<file path="src/rtl/tlc_pkg.sv">
`default_nettype none
// ============================================================================
// Module      : tlc_pkg
// Description : Shared types, default rates and derived-constant helpers for
//               the traffic light controller input conditioner.
// Revision    : 1.0 - initial release
// ============================================================================
package tlc_pkg;

    // Debounce FSM states; the debounced level is 1 in S_HI and S_WAIT_LO.
    typedef enum logic [1:0] {
        S_LO      = 2'd0,
        S_WAIT_HI = 2'd1,
        S_HI      = 2'd2,
        S_WAIT_LO = 2'd3
    } db_state_t;

    localparam int unsigned C_DEF_CLK_HZ      = 100_000_000;
    localparam int unsigned C_DEF_TICK_HZ     = 2;
    localparam int unsigned C_DEF_DEBOUNCE_MS = 10;

    // Clock cycles between controller steps.
    function automatic int unsigned tick_div(input int unsigned clk_hz,
                                             input int unsigned tick_hz);
        return clk_hz / tick_hz;
    endfunction

    // Consecutive stable samples required before a level change is accepted.
    function automatic int unsigned db_cycles(input int unsigned clk_hz,
                                              input int unsigned debounce_ms);
        return (clk_hz / 1000) * debounce_ms;
    endfunction

endpackage
`default_nettype wire

</file>
<file path="src/rtl/tlc_debounce.sv">
`default_nettype none
// ============================================================================
// Module      : tlc_debounce
// Description : Two-flop synchroniser followed by a four-state debounce FSM.
//               'level' is the debounced level the FSM is about to enter, so
//               a consumer that registers it sees the change on the same edge
//               as the FSM state register.
// Revision    : 1.0 - initial release
// ============================================================================
module tlc_debounce
    import tlc_pkg::*;
#(
    parameter int unsigned DB_CYCLES = 4
) (
    input  logic clk,
    input  logic rst,
    input  logic raw,
    output logic level
);

    localparam int unsigned         C_CNT_W    = $clog2(DB_CYCLES + 1);
    localparam logic [C_CNT_W-1:0]  C_CNT_ONE  = C_CNT_W'(1);
    localparam logic [C_CNT_W-1:0]  C_CNT_LAST = C_CNT_W'(DB_CYCLES - 1);
    localparam bit                  C_SINGLE   = (DB_CYCLES == 1);

    logic               r_meta;
    logic               r_sync;
    db_state_t          r_state;
    db_state_t          w_state_nxt;
    logic [C_CNT_W-1:0] r_cnt;
    logic [C_CNT_W-1:0] w_cnt_nxt;

    // Two-stage synchroniser; only the second stage feeds the FSM.
    always_ff @(posedge clk or posedge rst) begin
        if (rst) begin
            r_meta <= 1'b0;
            r_sync <= 1'b0;
        end else begin
            r_meta <= raw;
            r_sync <= r_meta;
        end
    end

    // FSM state and stability counter registers.
    always_ff @(posedge clk or posedge rst) begin
        if (rst) begin
            r_state <= S_LO;
            r_cnt   <= '0;
        end else begin
            r_state <= w_state_nxt;
            r_cnt   <= w_cnt_nxt;
        end
    end

    // Next-state logic: a level must be seen DB_CYCLES times in a row to be
    // accepted; any opposite sample during the wait returns to the old level.
    always_comb begin
        w_state_nxt = r_state;
        w_cnt_nxt   = r_cnt;
        case (r_state)
            S_LO: begin
                if (r_sync) begin
                    if (C_SINGLE) begin
                        w_state_nxt = S_HI;
                        w_cnt_nxt   = '0;
                    end else begin
                        w_state_nxt = S_WAIT_HI;
                        w_cnt_nxt   = C_CNT_ONE;
                    end
                end else begin
                    w_cnt_nxt = '0;
                end
            end
            S_WAIT_HI: begin
                if (!r_sync) begin
                    w_state_nxt = S_LO;
                    w_cnt_nxt   = '0;
                end else if (r_cnt == C_CNT_LAST) begin
                    w_state_nxt = S_HI;
                    w_cnt_nxt   = '0;
                end else begin
                    w_cnt_nxt = r_cnt + C_CNT_ONE;
                end
            end
            S_HI: begin
                if (!r_sync) begin
                    if (C_SINGLE) begin
                        w_state_nxt = S_LO;
                        w_cnt_nxt   = '0;
                    end else begin
                        w_state_nxt = S_WAIT_LO;
                        w_cnt_nxt   = C_CNT_ONE;
                    end
                end else begin
                    w_cnt_nxt = '0;
                end
            end
            S_WAIT_LO: begin
                if (r_sync) begin
                    w_state_nxt = S_HI;
                    w_cnt_nxt   = '0;
                end else if (r_cnt == C_CNT_LAST) begin
                    w_state_nxt = S_LO;
                    w_cnt_nxt   = '0;
                end else begin
                    w_cnt_nxt = r_cnt + C_CNT_ONE;
                end
            end
            default: begin
                w_state_nxt = S_LO;
                w_cnt_nxt   = '0;
            end
        endcase
    end

    // Output decode from the upcoming state.
    always_comb begin
        level = (w_state_nxt == S_HI) || (w_state_nxt == S_WAIT_LO);
    end

endmodule
`default_nettype wire

</file>
<file path="src/rtl/tlc_input_conditioner.sv">
`default_nettype none
// ============================================================================
// Module      : tlc_input_conditioner
// Description : Front end of the traffic light controller. Debounces the
//               MAINT switch and pedestrian button, latches pedestrian
//               requests until acknowledged, and produces the one-cycle step
//               enable 'tick' every TICK_DIV clocks.
//               Build option: define TLC_TICK_ALIGN_EN to restart the tick
//               period when maintenance mode ends.
// Revision    : 1.0 - initial release
// ============================================================================
module tlc_input_conditioner
    import tlc_pkg::*;
#(
    parameter int unsigned CLK_HZ      = C_DEF_CLK_HZ,
    parameter int unsigned TICK_HZ     = C_DEF_TICK_HZ,
    parameter int unsigned DEBOUNCE_MS = C_DEF_DEBOUNCE_MS
) (
    input  logic clk,
    input  logic rst,
    input  logic maint_raw,
    input  logic ped_raw,
    input  logic ped_ack,
    output logic tick,
    output logic maint,
    output logic maint_rise,
    output logic maint_fall,
    output logic ped_req
);

    localparam int unsigned          TICK_DIV    = tick_div(CLK_HZ, TICK_HZ);
    localparam int unsigned          DB_CYCLES   = db_cycles(CLK_HZ, DEBOUNCE_MS);
    localparam int unsigned          C_TCNT_W    = $clog2(TICK_DIV);
    localparam logic [C_TCNT_W-1:0]  C_TCNT_ONE  = C_TCNT_W'(1);
    localparam logic [C_TCNT_W-1:0]  C_TCNT_LAST = C_TCNT_W'(TICK_DIV - 1);

    logic                w_maint_lvl;
    logic                w_ped_lvl;
    logic                w_maint_fall_nxt;
    logic                w_ped_set;
    logic                w_tick_clear;
    logic                r_ped_lvl;
    logic [C_TCNT_W-1:0] r_tcnt;

    tlc_debounce #(
        .DB_CYCLES (DB_CYCLES)
    ) u_db_maint (
        .clk   (clk),
        .rst   (rst),
        .raw   (maint_raw),
        .level (w_maint_lvl)
    );

    tlc_debounce #(
        .DB_CYCLES (DB_CYCLES)
    ) u_db_ped (
        .clk   (clk),
        .rst   (rst),
        .raw   (ped_raw),
        .level (w_ped_lvl)
    );

    // Edge detection on the debounced levels, one cycle ahead of the registers.
    always_comb begin
        w_maint_fall_nxt = maint & ~w_maint_lvl;
        w_ped_set        = w_ped_lvl & ~r_ped_lvl;
`ifdef TLC_TICK_ALIGN_EN
        w_tick_clear     = w_maint_fall_nxt;
`else
        w_tick_clear     = 1'b0;
`endif
    end

    // Registered maintenance level and its one-cycle change pulses.
    always_ff @(posedge clk or posedge rst) begin
        if (rst) begin
            maint      <= 1'b0;
            maint_rise <= 1'b0;
            maint_fall <= 1'b0;
        end else begin
            maint      <= w_maint_lvl;
            maint_rise <= w_maint_lvl & ~maint;
            maint_fall <= w_maint_fall_nxt;
        end
    end

    // Pedestrian request latch; a new press wins over a same-cycle ack.
    always_ff @(posedge clk or posedge rst) begin
        if (rst) begin
            r_ped_lvl <= 1'b0;
            ped_req   <= 1'b0;
        end else begin
            r_ped_lvl <= w_ped_lvl;
            ped_req   <= w_ped_set | (ped_req & ~ped_ack);
        end
    end

    // Step-enable divider: tick follows the terminal count by one cycle.
    always_ff @(posedge clk or posedge rst) begin
        if (rst) begin
            r_tcnt <= '0;
            tick   <= 1'b0;
        end else if (w_tick_clear) begin
            r_tcnt <= '0;
            tick   <= 1'b0;
        end else if (r_tcnt == C_TCNT_LAST) begin
            r_tcnt <= '0;
            tick   <= 1'b1;
        end else begin
            r_tcnt <= r_tcnt + C_TCNT_ONE;
            tick   <= 1'b0;
        end
    end

endmodule
`default_nettype wire
</file>
<file path="config.mk">
export PLATFORM = sky130hd
export DESIGN_NAME = tlc_input_conditioner
export DESIGN_NICKNAME = d
export VERILOG_FILES = /design/src/rtl/tlc_pkg.sv /design/src/rtl/tlc_debounce.sv /design/src/rtl/tlc_input_conditioner.sv
export SDC_FILE = /design/constraint.sdc
export NUM_CORES = 1
export LEC_CHECK = 0
export ABC_AREA = 0
export BUFFER_PORTS_ARGS = -buffer_cell sky130_fd_sc_hd__buf_2
export CORE_ASPECT_RATIO = 1.5
export CORE_MARGIN = 8
export CORE_UTILIZATION = 55
export CTS_CLUSTER_SIZE = 16
export DETAILED_ROUTE_END_ITERATION = 8
export PLACE_DENSITY = 0.83
export SKIP_CTS_REPAIR_TIMING = 1
export SYNTH_ARGS = -nofsm -noshare
export SYNTH_HDL_FRONTEND = slang
export SYNTH_SLANG_ARGS = --single-unit
</file>
<file path="constraint.sdc">
create_clock -name clk -period 2.7 [get_ports clk]
set_input_delay 0.135 -clock clk [delete_from_list [all_inputs] [get_ports clk]]
set_output_delay 0.135 -clock clk [all_outputs]
set_load 0.03 [all_outputs]
</file>
==> results of run 1 <==
-- registers in the layout, indices dropped and copies added, names as in the netlist, 2 cells and up --
signal,cells
u_db_maint.r_state,2
u_db_ped.r_cnt,20
r_tcnt,26
u_db_ped.r_state,2
u_db_maint.r_cnt,20
-- cells by family after synthesis --
logic type                 share of synthesized area (%)
AOI/OAI and AO/OA                                   7.95
DFF                                                 52.5
and+or+nand+nor                                     25.7
xor gates and xnor gates                            9.43
buffers and inverters                               2.76
muxes                                              0.591
adders and majority gates                          0.985
-- final timing paths --
check / slack, ns / endpoint / cells past startpoint
worst min-delay path: -0.06 / r_tcnt[7] / 2
max in group asynchronous: 2.04 / u_db_maint.r_cnt[17] / 3
worst max register to register: 0.50 / r_tcnt[25] / 4
worst max-delay path: 0.50 / r_tcnt[25] / 4
min in group clk: 0.09 / ped_req / 3
worst min register to register: 0.36 / u_db_maint.r_sync / 0
-- layout by cell type, fill, tap and decap left out, types with 4 or more instances in the layout --
cell      synthesis  final
inv_1            16     15
xor2_1           20     20
and4_1            7      7
buf_2             3      9
o21ai_0          12     12
dfrtp_1          80     80
o31ai_1           8      8
buf_4             0      4
nand2_1          20     20
nor2_1           43     43
clkbuf_8          0     10
nor3_1           10     10
and3_1            6      6
nand4_1          18     18
xnor2_1          21     21
nand3_1          19     19
nor4_1            5      5
or4_1             9      9
or3_1            10     10
a21oi_1          19     19
-- where the power goes --
| group | total [mW] | switching, mW | internal (mW) |
|---|---|---|---|
| Combinational | 0.0533 | 0.0384 | 0.0148 |
| Sequential | 1.21 | 0.00846 | 1.21 |
| Clock | 0.976 | 0.426 | 0.550 |
-- layout make-up --
type / instances / area [sq um] / area share, %
inverter: 16 / 61.3 / 1.47
tap: 78 / 97.6 / 2.33
clock buffer: 12 / 145 / 3.47
sequential: 80 / 2000 / 47.9
multi-input combinational: 267 / 1700 / 40.7
clock inverter: 4 / 76.3 / 1.83
timing repair buffer: 15 / 95.1 / 2.27
-- worst reg2reg max path, delay by kind of cell (launching register included) --
kind	cells	cell delay, ns
flops	1	0.45
simple gates	3	1.51
compound gates	1	0.15
-- Yosys cell counts (all sizes together) (3+ instances only) --
cell / count / area share [%]
dfrtp: 80 / 53
nor2: 43 / 4.2
a21oi: 21 / 3.0
xnor2: 21 / 4.8
nand2: 20 / 2.0
nand4: 20 / 3.6
xor2: 20 / 4.6
nand3: 19 / 2.5
inv: 16 / 1.6
o21ai: 12 / 1.6
or4: 12 / 2.7
nor3: 10 / 1.3
or3: 10 / 1.6
o31ai: 8 / 1.6
and4: 7 / 1.6
nor4: 7 / 1.7
and3: 6 / 0.99
clkbuf: 5 / 0.49
buf: 4 / 0.69
ha: 3 / 0.99
nand2b: 3 / 0.49
nand4b: 3 / 0.69
-- per-stage QoR --
step / std cells / power [mW]
after global placement: 454 / 1.29
final: 472 / 2.24
after CTS: 470 / 2.26
after detailed placement: 454 / 1.29
after global routing: 472 / 2.33
after floorplan: 372 / 1.27
-- per-layer routing --
layer | share of wire [%] | track usage (%) | wire [um] | up-vias
li1 | - | - | - | 1365
met4 | 2.7 | 9.11 | 186 | 0
met3 | 1.9 | 2.98 | 134 | 14
met1 | 42 | 16.6 | 2970 | 1425
met2 | 53 | 26.5 | 3730 | 31
met5 | 0 | 0 | 0 | -
==> summary.txt, run 1 <==
Worst setup path
  • Crit. Startpoint: r_tcnt[7]
  • Top Family by Delay on Critical Path: simple AND/OR/NAND/NOR gates
  • Crit path kind: flop to flop
  • Crit-path most repeated cell: or4_1
  • CP Max Fanout: 14
  • Critical Path RT: 2.98 ns
  • Crit path cell chain: nand4_1 > or4_1 > or4_1 > a21oi_1
  • Worst r2r src: r_tcnt[7]
  • Setup crit end kind: flop
  • Crit path largest cell delay: roughly 0.77 ns
  • Critical Path Slowest Stage Cell: or4_1
  • Crit path buffers/inverters: 0
  • Critical path arrival: 2.48 ns
  • Critical path launch point type: flop

Synthesis
  • Dominant synthesized flop cell: dfrtp_1
  • Number of enable flip-flop cells after synthesis: 0
  • Mean Syn Cell Area: 10.2 sq um
  • Ys async rst share: 100%
  • Syn nets: 380
  • Synth Warn #: 0
  • Cell Area, Synth: 0.00381 sq mm
  • Seq/Total Area, Yosys: 52.5%
  • Cells after Synth: 372
  • Yosys cell types: 46
  • Register bit count reported by yosys: 80

CTS
  • Reg clk slew, reported paths: roughly 0.090 ns
  • H-tree depth: 3
  • CTS root buffer: clkbuf_8
  • TritonCTS Buffers: 9
  • Clock buffer depth: 2
  • CTS sink count: 80
  • Clock latency at the later pin of the worst-skew pair: 0.36 ns
  • CTS tree: built

Final layout
  • Inserted Diodes: 0
  • Share of cells above drive strength 1: 11.2%
  • Final-layout fill cell count: 546
  • Final net count: roughly 400
  • Final Cell Area: 0.00418 sq mm
  • Finished Core Util: 61.4%
  • Area grow syn2layout: 9.72%

STA
  • Setup tns final: 0 ns
  • Unrepaired setup endpoints after global routing: false
  • Post-route minimum period: 2.20 ns
  • Final period util: about 80%
  • Fmax: between 400 and 500 MHz
  • Hold_ws: -0.0576 ns
  • Final setup fails: 0
  • Slew @ Worst Pin: just over 0.9 ns
  • Final Max Slew Viols: 0
  • Setup WS post-layout: about 0.50 ns
  • Clk_skew: 0.0131 ns
  • Slew headroom: between 30% and 40%
  • Final hold violation count: 53

Routing
  • DR WL/cell: 14.9 um
  • Post-DRT Antenna Nets: 0
  • Detailed Route Iter0 Violations: 206
  • Vias per Instance: 6.01
  • # DRC: 0
  • First-pass detailed-route iteration total: 4
  • Vias: roughly 2.8k
  • Final wirelength: 7020 um

Floorplanning
  • Initial Utilization: 56.0%
  • Die area: 0.00990 sq mm
  • Chip width: between 80 and 90 um
  • Row count: 37
  • Core Area: about 0.0068 sq mm
  • Boundary Pins: 10
  • Die Ht: 118 um

Pwr
  • Leakage power: 1.77 nW
  • PD cells: around 540 mW/mm^2
  • Worst vdd ir: about 0.00036 V

Place
  • IO Port Bufs: 9
  • Setup WS pre-CTS: 0.512 ns
  • Post-DP HPWL: 4790 um
  • Gpl congestion: 0.833
  • DP Area: around 0.0039 sq mm

Global route
  • Remaining Overflow, GRT: 0
  • GRT Total Usage: 15.2%
  • First-pass GRT wire length: 12,500 um
  • Largest net degree at the start of global routing: 56
  • Vias in the first global route: 2,939
  • Initial antenna violation count: 0

Min path
  • Min-Delay Path Class: input pin to async pin

Outcome
  • Failing checks: negative hold slack
  • Status: complete, but fails checks

Flow run
  • Maxcap violations: 0
Power figures use the tool's default switching activity.
==> run 2: changes to the inputs <==
--- a/config.mk
+++ b/config.mk
@@ -5,14 +5,14 @@
 export SDC_FILE = /design/constraint.sdc
 export NUM_CORES = 1
 export LEC_CHECK = 0
-export ABC_AREA = 0
+export ABC_AREA = 1
 export BUFFER_PORTS_ARGS = -buffer_cell sky130_fd_sc_hd__buf_2
 export CORE_ASPECT_RATIO = 1.5
 export CORE_MARGIN = 8
 export CORE_UTILIZATION = 55
 export CTS_CLUSTER_SIZE = 16
 export DETAILED_ROUTE_END_ITERATION = 8
-export PLACE_DENSITY = 0.83
+export PLACE_DENSITY = 0.82
 export SKIP_CTS_REPAIR_TIMING = 1
 export SYNTH_ARGS = -nofsm -noshare
 export SYNTH_HDL_FRONTEND = slang
==> constraint.sdc (replaced) <==
create_clock -name clk -period 2.3 [get_ports clk]
set_input_delay 0.115 -clock clk [delete_from_list [all_inputs] [get_ports clk]]
set_output_delay 0.115 -clock clk [all_outputs]
set_load 0.03 [all_outputs]
==> run 2 against run 1 <==
Against the previous run: synthesized cell count increased by 49%; sequential power increased by 18%; via count increased by 25%; register-to-register slack got worse by 0.07 ns; global-route usage increased by 3.2 points; the run now ends clean; area after synthesis increased by 12%; final area increased by 14%; combinational power increased by 33%; setup slack got worse by 0.066 ns; core utilization increased by 1.8 points; critical path depth increased by 4; first-iteration DRC count increased by 21%.
==> summary.txt, run 2 <==
Routing
  • Post-DRT Antenna Nets: 0
  • First-pass detailed-route iteration total: 4
  • Vias: ~3.5k
  • Vias per Instance: a little over 5
  • Final wirelength: 9060 um
  • # DRC: 0
  • Detailed Route Iter0 Violations: 249
  • DR WL/cell: 13.3 um

Synthesis
  • Synth top area share: 46.9%
  • Yosys cell types: 30
  • Mean Syn Cell Area: around 7.7 sq um
  • Area leader, netlist: dfrtp_1
  • Seq/Total Area, Yosys: between 40% and 50%
  • Syn nets: between 500 and 600
  • Top cells by count, synth: 132 x nand2_1, 121 x nor2_1, 80 x dfrtp_1, 76 x inv_1, 36 x nand3_1
  • Number of enable flip-flop cells after synthesis: 0
  • Register bit count reported by yosys: 80
  • Synth Warn #: 0
  • Dominant synthesized flop cell: dfrtp_1
  • Top area cells in the synthesized netlist: dfrtp_1 47%, nand2_1 12%, nor2_1 11%
  • Cell with the most instances after synthesis: nand2_1
  • Cell Area, Synth: approximately 0.0043 sq mm
  • Ys async rst share: 100%
  • Cells after Synth: 556

STA
  • Setup tns final: 0 ns
  • Final period util: 81.3%
  • Unrepaired setup endpoints after global routing: false
  • Post-route minimum period: 1.87 ns
  • Final Max Slew Viols: 0
  • Hold_ws: 0.0413 ns
  • Fmax: ~540 MHz
  • Setup WS post-layout: 0.431 ns
  • Final hold violation count: 0
  • Slew headroom: 55.9%
  • Final setup fails: 0
  • Slew @ Worst Pin: 0.660 ns
  • Clk_skew: 0.00473 ns

Final layout
  • Share of cells above drive strength 1: under 10%
  • Finished Layout Cells: 684
  • Largest reg by FF count: r_tcnt
  • Final Cell Area: 0.00479 sq mm
  • Commonest cells after routing, fill and taps aside: 132 x nand2_1, 121 x nor2_1, 80 x dfrtp_1
  • Inserted Diodes: 0
  • Max reg flops: 26
  • Final net count: 585
  • Finished Core Util: between 60% and 70%
  • Final-layout fill cell count: 612
  • Leading cell type in the layout, fill and taps excluded: nand2_1
  • Leading registers by flop count: r_tcnt: 26 flops, u_db_maint.r_cnt: 20 flops, u_db_ped.r_cnt: 20 flops
  • Area grow syn2layout: 12.1%

Global route
  • Vias in the first global route: 3,507
  • First-pass GRT wire length: 15,400 um
  • Initial antenna violation count: 0
  • GRT Total Usage: 18.4%
  • Remaining Overflow, GRT: 0
  • Largest net degree at the start of global routing: 45

CTS
  • Clock buffer depth: 2
  • Reg clk slew, reported paths: roughly 0.060 ns
  • H-tree depth: 3
  • CTS sink count: 80
  • CTS tree: built
  • TritonCTS Buffers: 9
  • CTS root buffer: clkbuf_16
  • Clock latency at the later pin of the worst-skew pair: 0.34 ns

Pwr
  • PD cells: 625 mW/mm^2
  • Design Power: 2.99 mW
  • Leakage power: 2.29 nW
  • Worst vdd ir: ~0.00056 V

Floorplanning
  • Row count: 39
  • Die Ht: 124 um
  • Die area: approximately 0.011 sq mm
  • Chip width: around 88 um
  • Initial Utilization: 56.4%
  • Core Area: 0.00756 sq mm
  • Boundary Pins: 10

Worst setup path
  • Critical path arrival: around 2.1 ns
  • Top Family by Delay on Critical Path: simple AND/OR/NAND/NOR gates
  • Crit path buffers/inverters: 2
  • CP Max Fanout: 11
  • Critical Path Slowest Stage Cell: dfrtp_1
  • Crit path cell chain: ha_1 > inv_1 > nor3_4 > nand2_1 > nand2_1 > inv_1 > nand2_1 > nor2_1
  • Crit path largest cell delay: ~0.42 ns
  • Critical path launch point type: flop
  • Crit path kind: flop to flop
  • Setup crit end kind: flop
  • Critical Path RT: 2.53 ns
  • Crit-path most repeated cell: nand2_1

Min path
  • Min-Delay Path Class: input pin to flop

Place
  • Post-DP HPWL: ~6600 um
  • Cells after DPL: 665
  • Gpl congestion: 0.912
  • Setup WS pre-CTS: 0.458 ns
  • DP Area: 0.00444 sq mm
  • IO Port Bufs: 9

Outcome
  • Status: finished clean

Flow run
  • Maxcap violations: 0
-- run 2: cell count changes in the layout (fill, tap and decap cells not counted), sizes merged, moves of 8 or more --
cell and change:
or3 -10, nor3 +8, a21oi -8, or4 -12
o21ai -10, inv +60, o31ai -8, nand3 +20
nor2 +88, nand2 +116
-- run 2: kinds of logic after synthesis --
kind of cell               synth area share (%)
and+or+nand+nor                            36.1
adders and majority gates                 0.879
DFF                                        46.9
xor gates and xnor gates                   6.57
AOI/OAI and AO/OA                          2.32
buffers and inverters                      7.27
-- run 2: worst paths after layout --
check | start | depth (start not counted) | slack (ns) | end
min in group asynchronous | rst | 3 | 0.40 | r_tcnt[14]
hold / removal | ped_ack | 4 | 0.04 | ped_req
setup reg to reg | u_db_maint.r_cnt[0] | 8 | 0.43 | u_db_maint.r_cnt[3]
max in group asynchronous | rst | 4 | 1.26 | u_db_maint.r_cnt[15]
hold reg to reg | u_db_ped.r_meta | 0 | 0.35 | u_db_ped.r_sync
setup / recovery | u_db_maint.r_cnt[0] | 8 | 0.43 | u_db_maint.r_cnt[3]
-- run 2: layout make-up --
type / count / area, sq um / area share [%]
repair buffers: 13 / 95.1 / 1.99
clock buffers: 11 / 233 / 4.86
multi-input cells: 396 / 1960 / 40.9
flip-flops and latches: 80 / 2000 / 41.8
well taps: 102 / 128 / 2.67
clock inverters: 5 / 81.3 / 1.70
inverters: 77 / 290 / 6.07
-- run 2: routing by layer --
metal / share of wire (%) / wire length [um] / track usage (%) / vias to the layer above
li1: - / - / - / 1776
met1: 39 / 3500 / 18.7 / 1664
met2: 55 / 4940 / 32.9 / 75
met3: 3.1 / 279 / 3.37 / 28
met4: 3.7 / 338 / 13.3 / 0
met5: 0 / 0 / 0 / -
-- run 2: worst register-to-register path: stages, from the launching register on --
cell and delay, ns:
dfrtp_1 0.42, ha_1 0.24, inv_1 0.09, nor3_4 0.27
nand2_1 0.08, nand2_1 0.27, inv_1 0.23, nand2_1 0.11
nor2_1 0.04
-- run 2: power breakdown --
group          internal (mW)  switching [mW]  total [mW]
sequential              1.42         0.00788        1.43
combinational         0.0203          0.0509      0.0711
clock                  0.950           0.544        1.49
total                   2.39           0.603        2.99
==> run 3: changes to the inputs <==
--- a/config.mk
+++ b/config.mk
@@ -12,7 +12,7 @@
 export CORE_UTILIZATION = 55
 export CTS_CLUSTER_SIZE = 16
 export DETAILED_ROUTE_END_ITERATION = 8
-export PLACE_DENSITY = 0.82
+export PLACE_DENSITY = 0.85
 export SKIP_CTS_REPAIR_TIMING = 1
 export SYNTH_ARGS = -nofsm -noshare
 export SYNTH_HDL_FRONTEND = slang
==> constraint.sdc (replaced) <==
create_clock -name clk -period 1.5 [get_ports clk]
set_input_delay 0.075 -clock clk [delete_from_list [all_inputs] [get_ports clk]]
set_output_delay 0.075 -clock clk [all_outputs]
set_load 0.03 [all_outputs]
==> run 3 against run 2 <==
Against the previous run: the run now ends with negative hold slack, negative setup slack left; count of clock-buffer cells in the layout is 1 lower; combinational power is 91% higher; global-route usage is 0.67 points higher; final area is 8.7% higher; die area stayed put; critical path depth is 1 higher; clock power is 58% higher; sequential cell count stayed put; critical path type unchanged.
==> summary.txt, run 3 (synthesis gave the netlist of run 2 again) <==
Final layout
  • Largest reg by FF count: r_tcnt
  • Area grow syn2layout: 21.9%
  • Max reg flops: 26
  • Final Cell Area: between 0.005 and 0.006 sq mm
  • Final-layout fill cell count: roughly 560
  • Inserted Diodes: 0
  • Commonest cells after routing, fill and taps aside: 123 x nand2_1, 113 x nor2_1, 79 x dfrtp_1
  • Leading registers by flop count: r_tcnt: 26 flops, u_db_maint.r_cnt: 20 flops, u_db_ped.r_cnt: 20 flops
  • Final net count: 615
  • Leading cell type in the layout, fill and taps excluded: nand2_1
  • Finished Layout Cells: ~710
  • Finished Core Util: about 70%
  • Share of cells above drive strength 1: between 10% and 20%

Global route
  • Largest net degree at the start of global routing: 46
  • Vias in the first global route: between 3k and 4k
  • Remaining Overflow, GRT: 0
  • GRT Total Usage: 19.1%
  • Initial antenna violation count: 0
  • First-pass GRT wire length: 16,400 um

Routing
  • Final wirelength: 10,400 um
  • Vias per Instance: 5.37
  • # DRC: 0
  • Highest routed layer: met4
  • Vias: between 3k and 4k
  • WL met3: ~400 um
  • First-pass detailed-route iteration total: 6
  • DR WL/cell: 14.5 um
  • WL met1: 3880 um
  • Post-DRT Antenna Nets: 0
  • Routed wl met2: between 5000 and 6000 um
  • Detailed Route Iter0 Violations: 298

Worst setup path
  • FF-to-FF setup slack: -0.05 ns
  • Worst r2r src: r_tcnt[1]
  • Worst R2R End: r_tcnt[18]
  • Critical path arrival: roughly 1.8 ns
  • Crit path kind: flop to flop
  • Worst reg2reg path depth: 9
  • Critical Path RT: roughly 1.8 ns
  • Top Family by Delay on Critical Path: simple AND/OR/NAND/NOR gates
  • Crit path cell chain: ha_4 > nand3_4 > nor2_8 > nand2_4 > nor2_8 > nand2_4 > o21bai_4 > nand2_1 > inv_1
  • Setup crit end kind: flop
  • Critical path launch point type: flop
  • Crit path buffers/inverters: 1
  • Crit path largest cell delay: 0.39 ns
  • CP Max Fanout: 5
  • Critical Path Slowest Stage Cell: dfrtp_1

CTS
  • CTS root buffer: clkbuf_16
  • TritonCTS Buffers: 9
  • Clock latency at the later pin of the worst-skew pair: 0.34 ns
  • CTS tree: built
  • Clock buffer depth: 2
  • Reg clk slew, reported paths: 0.06 ns
  • CTS sink count: 80
  • H-tree depth: 3

STA
  • Slew headroom: roughly 70%
  • Final Max Slew Viols: 0
  • Final hold violation count: 1
  • Final setup fails: 5
  • Unrepaired setup endpoints after global routing: true
  • Setup WS post-layout: -0.0451 ns
  • Clk_skew: between 0.009 and 0.01 ns
  • Hold_ws: -0.0332 ns
  • Slew @ Worst Pin: around 0.44 ns
  • Post-route minimum period: 1.55 ns
  • Fmax: around 650 MHz
  • Final period util: 103%

Floorplanning
  • Chip width: 87.9 um
  • Core Area: around 0.0076 sq mm
  • Boundary Pins: 10
  • Initial Utilization: 56.4%
  • Die Ht: 124 um
  • Row count: 39
  • Die area: 0.0109 sq mm

Min path
  • Min-Delay Path Class: input pin to flop
  • Hold worst-path end: ped_req
  • Worst Hold Depth: 4
  • Hold Startpoint: ped_ack

Pwr
  • Leakage power: 2.54 nW
  • PD cells: 899 mW/mm^2
  • Worst vdd ir: 0.000690 V

Place
  • Gpl congestion: 0.972
  • DP Area: 0.00459 sq mm
  • Cells after DPL: 684
  • IO Port Bufs: 9
  • Post-DP HPWL: between 6000 and 7000 um

Flow run
  • Maxcap violations: 0

Outcome
  • Status: complete, but fails checks
  • Failing checks: negative hold slack, negative setup slack
==> run 3: worst max-delay path by stage <==
stage | from | slack, ns | cells past startpoint | end
floorplan | r_tcnt[0] | 0.08 | 8 | r_tcnt[20]
global placement | r_tcnt[0] | -0.007 | 8 | r_tcnt[18]
detailed placement | u_db_ped.r_cnt[0] | -0.07 | 8 | u_db_ped.r_cnt[18]
CTS | r_tcnt[0] | -0.08 | 8 | r_tcnt[18]
global route | u_db_ped.r_cnt[0] | -0.14 | 7 | u_db_ped.r_cnt[16]
finish | r_tcnt[1] | -0.05 | 9 | r_tcnt[18]
==> run 3: layer usage <==
metal	GRT usage, %	up-vias
met5	0	-
met4	13.6	0
met3	3.30	66
met2	33.9	141
met1	19.8	1800
li1	-	1829
==> run 3: per-stage QoR <==
stage                     power (mW)  setup slack (ns)  TNS, ns
after floorplan                 2.30            0.0840        0
after global placement          2.34          -0.00742  -0.0148
after detailed placement        2.34           -0.0651   -0.328
after CTS                       4.68           -0.0813   -0.534
after global routing            4.81            -0.140    -2.21
final                           4.68           -0.0451   -0.100
==> run 3: power breakdown <==
part           internal, mW  leakage [nW]  switching [mW]  total (mW)
clock network          1.49         0.158           0.861        2.35
logic                0.0471          1.30          0.0889       0.136
registers              2.17          1.08          0.0138        2.19
==> run 3: worst reg2reg max path, stage by stage (launching register included) <==
cell and delay (ns):
dfrtp_1 0.39, ha_4 0.17, nand3_4 0.13, nor2_8 0.19
nand2_4 0.11, nor2_8 0.18, nand2_4 0.09, o21bai_4 0.11
nand2_1 0.06, inv_1 0.05
==> run 3: layout make-up <==
class                   instances  area (sq um)  area share, %
flip-flops and latches         80          2000           38.5
repair buffers                 43           324           6.23
clock buffers                  10           239           4.59
well taps                     102           128           2.45
inverters                      77           293           5.63
multi-input cells             396          2130           41.0
clock inverters                 6          82.6           1.59
